$ cat src/rtl/params_pkg.sv
// Shared sizing, tag and entry types for the reorder buffer and its arbiter.
package params_pkg;

  localparam int unsigned REGISTER_WIDTH = 5;
  localparam int unsigned ROB_ENTRIES    = 8;
  localparam int unsigned DATA_WIDTH     = 32;
  localparam int unsigned IDX_W          = $clog2(ROB_ENTRIES);

  typedef logic [IDX_W-1:0] rob_idx_t;

  typedef struct packed {
    logic                      valid;
    logic                      done;
    logic                      reg_wr_en;
    logic [REGISTER_WIDTH-1:0] wr_reg;
    logic [DATA_WIDTH-1:0]     data;
  } rob_entry_t;

endpackage

$ cat src/rtl/wb_arbiter.sv
// Single ROB write port arbiter: EX wins by default, ALU gets priority after
// STARVE_LIMIT consecutive denials.
module wb_arbiter #(
  parameter int unsigned STARVE_LIMIT = 4
) (
  input  logic clk_i,
  input  logic rst_i,
  input  logic alu_wb_req_i,
  input  logic ex_wb_req_i,
  output logic alu_allowed_wb_o,
  output logic ex_allowed_wb_o
);

  localparam int unsigned CNT_W = $clog2(STARVE_LIMIT + 1);
  localparam logic [CNT_W-1:0] LIMIT = CNT_W'(STARVE_LIMIT);

  logic [CNT_W-1:0] starve_cnt;
  logic             alu_prio;

  assign alu_prio         = (starve_cnt >= LIMIT);
  assign ex_allowed_wb_o  = !(alu_prio && alu_wb_req_i);
  assign alu_allowed_wb_o = !ex_wb_req_i || alu_prio;

  always_ff @(posedge clk_i) begin
    if (rst_i) begin
      starve_cnt <= '0;
    end else if (alu_wb_req_i && !alu_allowed_wb_o) begin
      starve_cnt <= (starve_cnt == LIMIT) ? starve_cnt : starve_cnt + 1'b1;
    end else begin
      starve_cnt <= '0;
    end
  end

endmodule

$ cat src/rtl/reorder_buffer.sv
// In-order completion buffer: decode allocates, ALU/MEM and EX write back,
// entries retire to the regfile in program order.
module reorder_buffer #(
  parameter int unsigned ROB_ENTRIES    = params_pkg::ROB_ENTRIES,
  parameter int unsigned DATA_WIDTH     = params_pkg::DATA_WIDTH,
  parameter int unsigned REGISTER_WIDTH = params_pkg::REGISTER_WIDTH,
  parameter int unsigned STARVE_LIMIT   = 4
) (
  input  logic                          clk_i,
  input  logic                          rst_i,
  input  logic                          alloc_valid_i,
  input  logic                          alloc_reg_wr_en_i,
  input  logic [REGISTER_WIDTH-1:0]     alloc_wr_reg_i,
  output logic [$clog2(ROB_ENTRIES)-1:0] alloc_idx_o,
  output logic                          rob_is_full_o,
  input  logic                          alu_wb_req_i,
  input  logic [$clog2(ROB_ENTRIES)-1:0] alu_wb_idx_i,
  input  logic [DATA_WIDTH-1:0]         alu_wb_data_i,
  output logic                          alu_allowed_wb_o,
  input  logic                          ex_wb_req_i,
  input  logic [$clog2(ROB_ENTRIES)-1:0] ex_wb_idx_i,
  input  logic [DATA_WIDTH-1:0]         ex_wb_data_i,
  output logic                          ex_allowed_wb_o,
  input  logic                          flush_i,
  input  logic [$clog2(ROB_ENTRIES)-1:0] flush_idx_i,
  output logic                          commit_valid_o,
  output logic                          commit_reg_wr_en_o,
  output logic [REGISTER_WIDTH-1:0]     commit_wr_reg_o,
  output logic [DATA_WIDTH-1:0]         commit_data_o
);

  import params_pkg::*;

  localparam int unsigned IDX_W = $clog2(ROB_ENTRIES);
  localparam logic [IDX_W:0] FULL_COUNT = (IDX_W + 1)'(ROB_ENTRIES);

  typedef logic [IDX_W-1:0] idx_t;

  rob_entry_t entries [ROB_ENTRIES];
  idx_t           head;
  idx_t           tail;
  logic [IDX_W:0] count;

  logic                   full;
  logic                   alloc_fire;
  logic                   commit_fire;
  logic                   wb_fire;
  idx_t                   wb_idx;
  logic [DATA_WIDTH-1:0]  wb_data;
  idx_t                   flush_span;
  logic [ROB_ENTRIES-1:0] squash;

  assign full        = (count == FULL_COUNT);
  assign alloc_fire  = alloc_valid_i && !full && !flush_i;
  assign commit_fire = entries[head].valid && entries[head].done;

  wb_arbiter #(
    .STARVE_LIMIT(STARVE_LIMIT)
  ) u_wb_arbiter (
    .clk_i           (clk_i),
    .rst_i           (rst_i),
    .alu_wb_req_i    (alu_wb_req_i),
    .ex_wb_req_i     (ex_wb_req_i),
    .alu_allowed_wb_o(alu_allowed_wb_o),
    .ex_allowed_wb_o (ex_allowed_wb_o)
  );

  always_comb begin
    wb_fire = 1'b0;
    wb_idx  = alu_wb_idx_i;
    wb_data = alu_wb_data_i;
    if (ex_wb_req_i && ex_allowed_wb_o) begin
      wb_fire = 1'b1;
      wb_idx  = ex_wb_idx_i;
      wb_data = ex_wb_data_i;
    end else if (alu_wb_req_i && alu_allowed_wb_o) begin
      wb_fire = 1'b1;
    end
  end

  // Age is measured as distance from head, so the wrap needs no special case.
  always_comb begin
    flush_span = flush_idx_i - head;
    squash     = '0;
    for (int unsigned i = 0; i < ROB_ENTRIES; i++) begin
      squash[i] = flush_i && ((idx_t'(i) - head) > flush_span);
    end
  end

  always_ff @(posedge clk_i) begin
    if (rst_i) begin
      for (int unsigned i = 0; i < ROB_ENTRIES; i++) begin
        entries[i] <= '0;
      end
      head  <= '0;
      tail  <= '0;
      count <= '0;
    end else begin
      if (commit_fire) begin
        entries[head].valid <= 1'b0;
        head                <= head + 1'b1;
      end
      if (wb_fire && entries[wb_idx].valid && !squash[wb_idx]) begin
        entries[wb_idx].done <= 1'b1;
        entries[wb_idx].data <= wb_data;
      end
      if (alloc_fire) begin
        entries[tail] <= '{valid: 1'b1, done: 1'b0, reg_wr_en: alloc_reg_wr_en_i,
                           wr_reg: alloc_wr_reg_i, data: '0};
        tail          <= tail + 1'b1;
      end
      for (int unsigned i = 0; i < ROB_ENTRIES; i++) begin
        if (squash[i]) entries[i].valid <= 1'b0;
      end
      if (flush_i) begin
        tail  <= flush_idx_i + 1'b1;
        count <= (IDX_W + 1)'(flush_span) + 1'b1 - (IDX_W + 1)'(commit_fire);
      end else begin
        count <= count + (IDX_W + 1)'(alloc_fire) - (IDX_W + 1)'(commit_fire);
      end
    end
  end

  assign alloc_idx_o        = tail;
  assign rob_is_full_o      = full;
  assign commit_valid_o     = commit_fire;
  assign commit_reg_wr_en_o = commit_fire && entries[head].reg_wr_en;
  assign commit_wr_reg_o    = commit_fire ? entries[head].wr_reg : '0;
  assign commit_data_o      = commit_fire ? entries[head].data : '0;

  a_alloc_when_full: assert property (@(posedge clk_i) disable iff (rst_i)
    !(alloc_valid_i && full))
    else $warning("reorder_buffer: allocation while full was dropped");

endmodule

$ cat config.mk
export PLATFORM = sky130hd
export DESIGN_NAME = reorder_buffer
export DESIGN_NICKNAME = d
export VERILOG_FILES = /design/src/rtl/params_pkg.sv /design/src/rtl/wb_arbiter.sv /design/src/rtl/reorder_buffer.sv
export SDC_FILE = /design/constraint.sdc
export NUM_CORES = 1
export LEC_CHECK = 0
export CAP_MARGIN = 40
export CORE_UTILIZATION = 30
export CTS_BUF_LIST = sky130_fd_sc_hd__clkbuf_4 sky130_fd_sc_hd__clkbuf_8 sky130_fd_sc_hd__clkbuf_16
export CTS_CLUSTER_SIZE = 30
export DETAILED_ROUTE_END_ITERATION = 10
export GPL_ROUTABILITY_DRIVEN = 0
export PLACE_DENSITY = 0.58
export SETUP_SLACK_MARGIN = 0.4
export SLEW_MARGIN = 20
export SYNTH_ARGS = -nofsm -noshare
export SYNTH_HDL_FRONTEND = slang
export SYNTH_HIERARCHICAL = 1
export SYNTH_SLANG_ARGS = --single-unit
export TNS_END_PERCENT = 100
$ cat constraint.sdc
create_clock -name clk_i -period 11.6 [get_ports clk_i]
set_clock_uncertainty 0.15 [all_clocks]
set_input_delay 2.32 -clock clk_i [delete_from_list [all_inputs] [get_ports clk_i]]
set_output_delay 2.32 -clock clk_i [all_outputs]
set_load 0.02 [all_outputs]
Yosys cells after proc, flatten, opt, wreduce, memory -nomap -nowiden
Memory sizes are Yosys's and may differ from the RTL's. A register that Yosys moved wholly into a read port is not among the register bits.
Index checks and enable logic that the tools add are counted.
{"block": "word_totals", "mem_bits_rw": 320, "wordCells": 144, "memories": 1, "regBits": 13, "inputBits": 85, "out_inout_bits": 45}
{"block": "classes", "n_eq_ne": 4, "order_cmp": 10, "n_addsub": 17, "reduce_logical": 28, "n_mux": 59, "bitwise": 21}
{"memory": "entries", "depth": 8, "width": 40, "rd": 2, "rd_ports_with_merged_regs": 1, "wr": 10, "line": "reorder_buffer.sv:39", "source": "rob_entry_t entries [ROB_ENTRIES];"}
{"operator": "32-bit 2-to-1 mux", "count": 2}
{"operator": "1-bit 2-to-1 mux", "count": 46}
{"operator": "40-bit 2-to-1 mux", "count": 1}
{"operator": "40-bit OR reduction", "count": 1}
{"operator": "3-bit > comparator", "count": 8}
{"operator": "1-bit logical AND", "count": 18}
{"operator": "3-bit 2-to-1 mux", "count": 6}
{"operator": "3-bit by 1-bit adder with 3-bit output, second input constant", "count": 4}
{"operator": "3-bit subtractor, first input constant", "count": 4}
{"operator": "1-bit OR", "count": 8}
{"operator": "4-bit by 1-bit subtractor with 4-bit output", "count": 2}
{"operator": "1-bit bitwise AND", "count": 6}
{"operator": "3-bit == test", "count": 2}
{"operator": "1-bit zero test", "count": 6}
{"operator": "1-bit by 3-bit subtractor with 3-bit output, first input constant", "count": 2}
{"operator": "2-bit by 3-bit subtractor with 3-bit output, first input constant", "count": 2}
{"operator": "5-bit 2-to-1 mux", "count": 1}
{"operator": "1-bit inverter", "count": 5}
{"operator": "3-bit by 1-bit adder with 4-bit output, second input constant", "count": 1}
{"operator": "4-bit by 1-bit adder with 4-bit output", "count": 1}
{"operator": "4-bit == test, second input constant", "count": 1}
{"operator": "3-bit by 4-bit less-than comparator with 1-bit output, second input constant", "count": 1}
{"operator": "4-bit 2-to-1 mux", "count": 1}
{"operator": "1-bit binary-select mux with 3-bit select", "count": 1}
{"operator": "other kinds (8)", "count": 9}

Depth between registers and ports, before layout
{"block": "depth", "ltp_word": 13, "ltp_mapped": 15}

By module
Netlist, hierarchy kept.
{"mod": "reorder_buffer", "cells_each": 1797, "seq_area_each_um2": 7146.9, "instances": 1, "area_per_inst_um2": 17678.2}
{"mod": "wb_arbiter", "cells_each": 13, "seq_area_each_um2": 60.1, "instances": 1, "area_per_inst_um2": 133.9}

Least setup slack after synthesis
No wires, ideal clock.
{"block": "synth_timing", "path_kind": "input port to flip-flop", "from": "input port flush_idx_i[0]", "to": "memory entries[5][10] in the netlist's numbering", "path_slack_ns": 6.205, "path_buffers": 1, "arrival_time_ns": 5.124, "cell_stages": 14, "required_ns": 11.329, "setup_time_ns": 0.121, "cell_sequence": "inv_1 -> ha_1 -> inv_1 -> fa_1 -> xnor2_4 -> xnor2_2 -> ha_1 -> nand2b_1 -> o21ai_0 -> a31oi_1 -> a221oi_4 -> nand3_4 -> buf_6 -> mux2_4"}
{"item": "start, declared", "line": "reorder_buffer.sv:25", "source": "input logic [$clog2(ROB_ENTRIES)-1:0] flush_idx_i,"}
{"item": "end, declared", "line": "reorder_buffer.sv:39"}

==> out/qor.txt <==
Detailed-route via count: 14700
Post-synth top area cell: dfxtp_1
Avg Inst Size Synth: 9.84 um2
Postcts setup bufs: 0
Final worst slack: 5330 ps
Core ar.: 0.0581 mm2
Finished Core Util: 0.365
R2R depth: 12
RSZ-0062 raised after global routing: no
Setup CP Type: register to primary output
# port buffers: 129
FF-to-FF End: entries[0][31]
Final hold viol count: 0
Area Overhead vs Synth: 19.1%
Worst VDD drop: 0.0785 mV
PD cells: 127 mW/mm2
Crit path buffers/inverters: 3
Vias in the first global route: 15200
DIE AREA: 0.0604 mm2
Setup tns final: 0 ps
Largest net degree at the start of global routing: 79
CP Data Required Time: 9130 ps
# Max-Cap Violations: 0
Distinct cells, synth: 73
Clock buffer depth: 3
Worst Path Arrival: 3800 ps
Period utilization: 0.540
Latest clock arrival within the worst-skew pair: 560 ps
Dpl ws: 5060 ps
Yosys warns: 6
Max Clk Rate: 160 MHz
DRT Pass-1 Iters: 5
Main area contributors after synthesis: dfxtp_1 (32%), mux4_2 (9.7%), edfxtp_1 (8.1%)
Instance count on the critical path: 6
Worst-path clk slew: 60 ps
Hold WS: 314 ps
Worst setup EP type: primary output
Resized cells post-CTS: 0
Starting Density: 0.306
Final setup vio count: 0
Sinks on Clock Net: 336
Top-area cell type share of the netlist area: 0.324
Total leakage power: 7.75 nW
R2R Setup Slk: 7400 ps
Syn Nets: 1921
Prevailing post-synth register cell: dfxtp_1
CTS Hold Bufs: 0
TritonCTS clock tree: yes
Worst slew pin tran: 826 ps
Final wirelength: 58.7 mm
Slowest cell delay on critical path: 690 ps
Setup crit start kind: register
FP Rows: 88
GRT Total Usage: 0.193
Hold wc startpoint: entries[2][38]
Max Fanout on Critical Path: 30
Post-synthesis cell area: 0.0178 mm2
Worst R2R Start: head[0]
Ant diodes: 0
Die span in x: 246 um
Vias per cell: 5.59
Nets: 1948
Initial antenna violation count: 0
WHS Endpoint: entries[2][38]
H-tree levels: 2
Worst path top cell family by delay: buffers and inverters
DR WL/cell: 22.4 um
Number of buffers created by CTS: 38
Seq. cell area: 0.00722 mm2
ANT nets after route: 0
GRT overflow: 0
IO Count: 130
Fillers: 5783
Max_slew headroom: 0.449
Result of the run: finished, final reports clean
Hold path cells: 2
Asr flop ratio synth: 0
Worst Hold Class: register to register
Clk root buf: clkbuf_16
Crit path cell chain: buf_12 > buf_4 > mux4_2 > mux2i_1 > nor2_1 > clkdlybuf4s50_1
Share of cells above drive strength 1: 0.155
Multi-input logic area: 0.00983 mm2
Placed insts: 2558
Sequential share of the synthesized area: 0.405
Post-synthesis cell count: 1810
Seq cells post-synth: 336
First-pass GRT wire length: 90.1 mm
Max Slew Vio Count: 0
Chip Height: 246 um
DRC Markers: 0
Layout Cells excl Fill: 2625
Placed wire-length estimate: 36.1 mm
Slowest cell on crit path: dfxtp_4
Fin crit period: 6270 ps
Number of flops mapped to enable cells by yosys: 48
Iter 0 DRT Violations: 1122
-- layout make-up --
type / count / area share
Tap cell: 765 / 0.0451
Sequential cell: 336 / 0.340
Clock buffer: 48 / 0.0499
Inverter: 25 / 0.00454
Clock inverter: 15 / 0.00814
Multi-Input combinational cell: 1261 / 0.463
Timing Repair Buffer: 175 / 0.0886
-- Yosys cell counts (all sizes together) (3+ instances only) --
master	n
a211oi	3
a21o	3
a21oi	109
a221oi	3
a222oi	4
a31oi	8
a41o	39
and2	52
and3b	4
buf	57
clkbuf	131
dfxtp	288
edfxtp	48
ha	24
inv	25
mux2	68
mux2i	72
mux4	77
nand2	153
nand2b	8
nand3	68
nand3b	31
nand4	35
nor2	128
nor2b	5
nor3	38
nor3b	98
o211ai	64
o21a	3
o21ai	48
o31ai	65
or2	4
or3	6
xnor2	10
xor2	3
-- stage by stage --
stage | total power, mW | instance area (um2)
finish | 2.70 | 21200
global route | 2.79 | 21200
CTS | 2.72 | 21100
detailed placement | 1.50 | 19900
global placement | 1.49 | 19600
floorplan | 1.39 | 17800
-- layout by cell type (no fill, tap or decap), types with 6 or more instances in the layout --
cell / instances
a21oi_1: 108
a31oi_1: 8
a41o_1: 39
and2_1: 51
buf_12: 6
buf_16: 9
buf_4: 28
clkbuf_16: 38
clkdlybuf4s50_1: 128
clkinv_2: 7
dfxtp_1: 285
edfxtp_1: 48
ha_1: 24
inv_1: 24
mux2_2: 35
mux2_4: 29
mux2i_1: 72
mux4_2: 77
nand2_1: 152
nand2b_1: 8
nand3_1: 65
nand3b_1: 31
nand4_1: 35
nor2_1: 122
nor3_1: 35
nor3b_1: 98
o211ai_1: 64
o21ai_0: 47
o31ai_1: 64
xnor2_1: 8
-- worst max-delay path by stage --
stage	start	endpoint	slack, ps
3_3_place_gp	flush_idx_i[0]	entries[4][24]	4790
4_1_cts	register	commit_data_o[0]	5270
3_5_place_dp	flush_idx_i[0]	entries[4][8]	5060
2_1_floorplan	flush_idx_i[0]	entries[5][10]	6200
5_1_grt	register	commit_data_o[0]	5110
6_report	register	commit_data_o[0]	5330
-- power by group --
part	total, mW	leakage (nW)	internal [mW]	switching [mW]
clock	1.22	0.618	0.712	0.503
combinational	0.262	4.31	0.0974	0.164
sequential	1.22	2.82	1.21	0.0144
-- worst register-to-register path: cells and delay by family, from the launching register on --
| kind | cells | cell delay [ps] |
|---|---|---|
| flops | 1 | 470 |
| fa+ha+maj | 3 | 1120 |
| buf+inv | 2 | 640 |
| compound gates | 2 | 460 |
| xor+xnor | 2 | 520 |
| simple gates | 2 | 360 |
| mux | 1 | 420 |
-- metal layers --
layer  GRT usage  wire length (um)  up-vias
li1            -                 -     6746
met1       0.235             24300     7250
met2       0.329             28600      532
met3      0.0346              3570      135
met4      0.0888              2190        0
met5           0                 0        -
-- sequential cells by signal, indices dropped and copies added, names as in the netlist, named ones only --
signal and count:
head 3, u_wb_arbiter/starve_cnt 3, alloc_idx_o 3, count 4, entries 320
-- cells by family (layout without fill, tap and decap cells) --
group,after synthesis,after routing,synth area share
and+or+nand+nor,640,640,0.192
buffers and inverters,213,263,0.0480
AOI/OAI and AO/OA,364,364,0.140
xor gates and xnor gates,13,13,0.00829
DFF,336,336,0.405
muxes,217,217,0.187
adders and majority gates,27,27,0.0197
No activity file was read; power rests on OpenSTA's default activity.
